## config.mk

```make
export PLATFORM = sky130hd
export DESIGN_NAME = sonic_dma_cbuf_tx
export DESIGN_NICKNAME = d
export VERILOG_FILES = /design/src/rtl/sonic_dma_cbuf_tx.sv
export SDC_FILE = /design/constraint.sdc
export NUM_CORES = 2
export LEC_CHECK = 0
export ABC_AREA = 1
export ABC_CLOCK_PERIOD_IN_PS = 17800
export CAP_MARGIN = 30
export CORE_UTILIZATION = 56
export CTS_BUF_LIST = sky130_fd_sc_hd__clkbuf_4 sky130_fd_sc_hd__clkbuf_8
export CTS_CLUSTER_DIAMETER = 50
export DETAILED_ROUTE_END_ITERATION = 8
export PLACE_DENSITY = 0.71
export SLEW_MARGIN = 20
export SYNTH_ARGS = -nofsm -noshare
export SYNTH_HDL_FRONTEND = slang
export SYNTH_SLANG_ARGS = --single-unit
```

## constraint.sdc

```tcl
create_clock -name clk -period 17.8 [get_ports clk]
set_input_delay 3.56 -clock clk [delete_from_list [all_inputs] [get_ports clk]]
set_output_delay 3.56 -clock clk [all_outputs]
set_load 0.01 [all_outputs]
```

## src/rtl/sonic_dma_cbuf_tx.sv

```systemverilog
// SoNIC DMA TX ring: 128-bit words in, 40-bit LSB-first stream out.
// Single-clock circular RAM feeding a residue-register gearbox.
module sonic_dma_cbuf_tx #(
  parameter int DATA_IN_WIDTH  = 128,
  parameter int DATA_OUT_WIDTH = 40,
  parameter int DEPTH          = 16
) (
  input  logic                      clk,
  input  logic                      rst_n,
  input  logic [DATA_IN_WIDTH-1:0]  wr_data,
  input  logic                      wr_valid,
  output logic                      wr_ready,
  input  logic                      rd_en,
  output logic [DATA_OUT_WIDTH-1:0] rd_data,
  output logic                      rd_valid,
  output logic [$clog2(DEPTH):0]    level
);

  localparam int AW = $clog2(DEPTH);
  localparam int RW = DATA_IN_WIDTH + DATA_OUT_WIDTH;
  localparam int CW = $clog2(RW);

  localparam logic [CW-1:0] OWC  = CW'(DATA_OUT_WIDTH);
  localparam logic [CW-1:0] IWC  = CW'(DATA_IN_WIDTH);
  localparam logic [AW:0]   FULL = (AW+1)'(DEPTH);

  logic [DATA_IN_WIDTH-1:0] mem [DEPTH];

  logic [AW-1:0] wr_ptr;
  logic [AW-1:0] rd_ptr;
  logic [RW-1:0] residue;
  logic [RW-1:0] shifted;
  logic [RW-1:0] res_next;
  logic [CW-1:0] res_bits;
  logic [CW-1:0] nb;
  logic [CW-1:0] bits_next;
  logic          wr_fire;
  logic          pop;
  logic          load;

  assign wr_ready = (level != FULL);
  assign rd_valid = (res_bits >= OWC);
  assign rd_data  = residue[DATA_OUT_WIDTH-1:0];
  assign wr_fire  = wr_valid && wr_ready;
  assign pop      = rd_en && rd_valid;

  // Load decision uses registered level, so a fresh write waits a cycle.
  always_comb begin
    nb        = pop ? (res_bits - OWC) : res_bits;
    shifted   = pop ? (residue >> DATA_OUT_WIDTH) : residue;
    load      = (nb < OWC) && (level != '0);
    res_next  = shifted;
    bits_next = nb;
    if (load) begin
      res_next  = shifted
                | ({{DATA_OUT_WIDTH{1'b0}}, mem[rd_ptr]} << nb);
      bits_next = nb + IWC;
    end
  end

  always_ff @(posedge clk) begin
    if (wr_fire) mem[wr_ptr] <= wr_data;
  end

  always_ff @(posedge clk or negedge rst_n) begin
    if (!rst_n) begin
      wr_ptr   <= '0;
      rd_ptr   <= '0;
      level    <= '0;
      residue  <= '0;
      res_bits <= '0;
    end else begin
      residue  <= res_next;
      res_bits <= bits_next;
      if (wr_fire) wr_ptr <= wr_ptr + AW'(1);
      if (load)    rd_ptr <= rd_ptr + AW'(1);
      if (wr_fire && !load)
        level <= level + (AW+1)'(1);
      else if (load && !wr_fire)
        level <= level - (AW+1)'(1);
    end
  end

endmodule

```

==> results_dict.tcl <==
set metrics [dict create \
    hold_viol 0 \
    grt_pass1_vias 63000 \
    setup_ws_ns 10.37 \
    fin_crit_sh_pct 41.7 \
    dp_hpwl_um 161000 \
    p_per_area_mw_per_mm2 178 \
    yosysSeqAreaShare_pct 69.2 \
    final_common_cell "nand2_1" \
    endpoint_kind "register" \
    crit_path_top_delay_cell "buf_4" \
    synth_area_leaders "edfxtp_1 64%, nand2_1 12%, nand3_1 7.5%, dfrtp_1 4.9%, nor2_1 3.7%" \
    ys_warn_count 0 \
    synth_xor_area_share_pct 0.0641 \
    synth.area.mux_share_pct 0.827 \
    multi_input_area_mm2 0.0255 \
    ir_drop_uv 179 \
    crit_top_cell "buf_4" \
    grt_pass1_wl_um 416000 \
    synth_cells 9140 \
    grt_usage_pct 32.8 \
    synth_area_per_cell_um2 10.5 \
    place.gp.congestion 0.939 \
    synthDominantCellAreaShare_pct 64.3 \
    rsz0062_at_grt "no" \
    initial_core_util_pct 56.4 \
    htree_levels 5 \
    drt_pass1_iterations 6 \
    post_drt_wl_per_cell_um 24.4 \
    startpoint_type "input pin" \
    cp_slowest_stage_delay_ns 0.83 \
    die_y_um 415 \
    cts_tree "done" \
    cp_top_family "buffers and inverters" \
    cp_data_required_time_ns 18.77 \
    rows 151 \
    clock_skew_ns 0.0563 \
    avgViaCountPerCell 5.83 \
    syn_nets 9284 \
    critPathBufInv 6 \
    synth_edf_count 2048 \
    die_x_um 415 \
    antenna_found_initial 25 \
    fmax_mhz 135 \
    area_delta_synth_final_pct 10.9 \
    synth-adder-area-share_pct 0.165 \
    grt_max_degree 207 \
    synth_flop_cell "edfxtp_1" \
    cp_cell_sequence "clkdlybuf4s50_1 > a21boi_4 > buf_4 > o21ai_0 > nand2_2 > buf_4 > inv_2 > nand2_1 > nand3_2 > inv_4 > buf_4 > nand3_1 > nand2_1" \
    cts.sinks 2234 \
    ys_ff_latch 2234 \
    postCtsSetupBuffers 0 \
    final_cell_mix "2978 x nand2_1, 2048 x edfxtp_1, 1431 x nand3_1" \
    dp_slack_ns 9.39 \
    final.min_clock_period_ns 7.43 \
    crit_type "input pin to register" \
    ios 179 \
    status "finished clean" \
    coreArea_mm2 0.169 \
    tightest_slew_ns 1.04 \
    drc 0 \
    finalSetupViolCount 0 \
    fill_cells 13000 \
    clockBufferDepth 4 \
    max_slew_margin_pct 30.4 \
    synthArstFlopShare_pct 8.33 \
    p_leak_uw 0.0417 \
    synthSimpleGateAreaFrac_pct 23.5 \
    ctsResizeCount 0 \
    synth-compound-area-share_pct 1.92 \
    grt.overflow.total 0 \
    yosysTopAreaCell "edfxtp_1" \
    numPortBuffers 178 \
    cts.clk_slew.worst_paths_ns 0.05 \
    ant_nets 0 \
    routed_wl_um 286000 \
    worstSkewPairLatency_ns 1.09 \
    seq_area_mm2 0.0662 \
    syn_area_mm2 0.0957 \
    nets 9392 \
    die_area_mm2 0.172 \
    cp.arrival_ns 8.40 \
    cap_violations 0 \
    synth_top_family_by_area "simple AND/OR/NAND/NOR gates" \
    layout-drive-gt1-share_pct 8.00 \
    cts_made_buffers 368 \
    cp_max_fo 79 \
    synth_cell_type_count 34 \
    final.setup.tns_ns 0 \
    drt_iter0_drc 9195 \
    cts_root_buffer "clkbuf_8" \
    vias 68400 \
    slew_violations 0 \
    min_path_type "register to register" \
    cts_hold_buf 0 \
]
-- path summary, 6_finish.rpt --
| check | end | startpoint | slack [ns] | cells past startpoint |
|---|---|---|---|---|
| setup reg to reg | residue[87] | rd_ptr[0] | 12.11 | 13 |
| min in group asynchronous | residue[134] | rst_n | 2.63 | 1 |
| hold reg to reg | residue[159] | residue[159] | 0.48 | 2 |
| hold / removal | residue[159] | residue[159] | 0.48 | 2 |
| max in group asynchronous | rd_ptr[1] | rst_n | 13.18 | 3 |
| setup / recovery | residue[74] | rd_en | 10.37 | 13 |
-- routing by layer --
| layer | track usage [%] | routed length (um) |
|---|---|---|
| met4 | 12.9 | 10300 |
| met3 | 7.15 | 32000 |
| met1 | 46.4 | 113000 |
| met2 | 49.8 | 130000 |
| met5 | 0 | 165 |
-- sequential cells by signal (all words and copies together), names as in the netlist --
name      flops
level         5
mem        2048
rd_ptr        4
res_bits      5
residue     168
wr_ptr        4
-- cell families (layout without fill, tap and decap cells) --
logic type / Yosys count / after routing
AO/OA/AOI/OAI: 346 / 346
flip-flops: 2234 / 2234
XOR/XNOR: 7 / 7
multiplexers: 79 / 79
other: 0 / 15
adder cells (fa/ha/maj): 12 / 12
AND/OR/NAND/NOR: 5454 / 5454
buffers and inverters: 1008 / 1377
-- Yosys cell counts, drive strengths merged, types with 2 or more instances --
master  instances
clkbuf        259
o21ai         205
or2            50
ha             11
nor3           32
a21oi         102
nor2          943
nand3        1432
xor2            6
dfrtp         186
edfxtp       2048
o22ai           7
mux2i          79
buf           299
o21bai          9
nand3b          2
nand4          10
nand2        2985
clkinv          2
o211ai         21
inv           448
-- tightest hold or removal path, stage by stage (launching register included) --
cell and delay [ns]:
dfrtp_1 0.34, nand2_1 0.05, nand2_1 0.06
-- cell type report --
cell class	instances	share of cell area [%]
inverter	450	1.63
timing repair buffer	296	2.80
antenna	15	0.0354
clock inverter	125	0.652
sequential	2234	62.4
clock buffer	506	5.81
tap	2218	2.62
multi-input combinational	5898	24.1
-- per-stage QoR --
step	total power (uW)	instance area (um2)	util [%]	hold WS [ns]	cells
floorplan	11700	95700	-	0.448	9140
global placement	14300	98900	58.3	0.464	11100
detailed placement	14400	99000	58.4	0.465	11100
CTS	18700	106000	62.4	0.480	11700
global route	19800	106000	62.6	0.497	11700
finish	18800	106000	62.6	0.481	11700
-- report_power, final --
group / switching, uW / internal, uW / total [uW]
registers: 340 / 6400 / 6740
logic: 5830 / 1980 / 7810
clock network: 1990 / 2310 / 4300
Power figures use the tool's default switching activity.
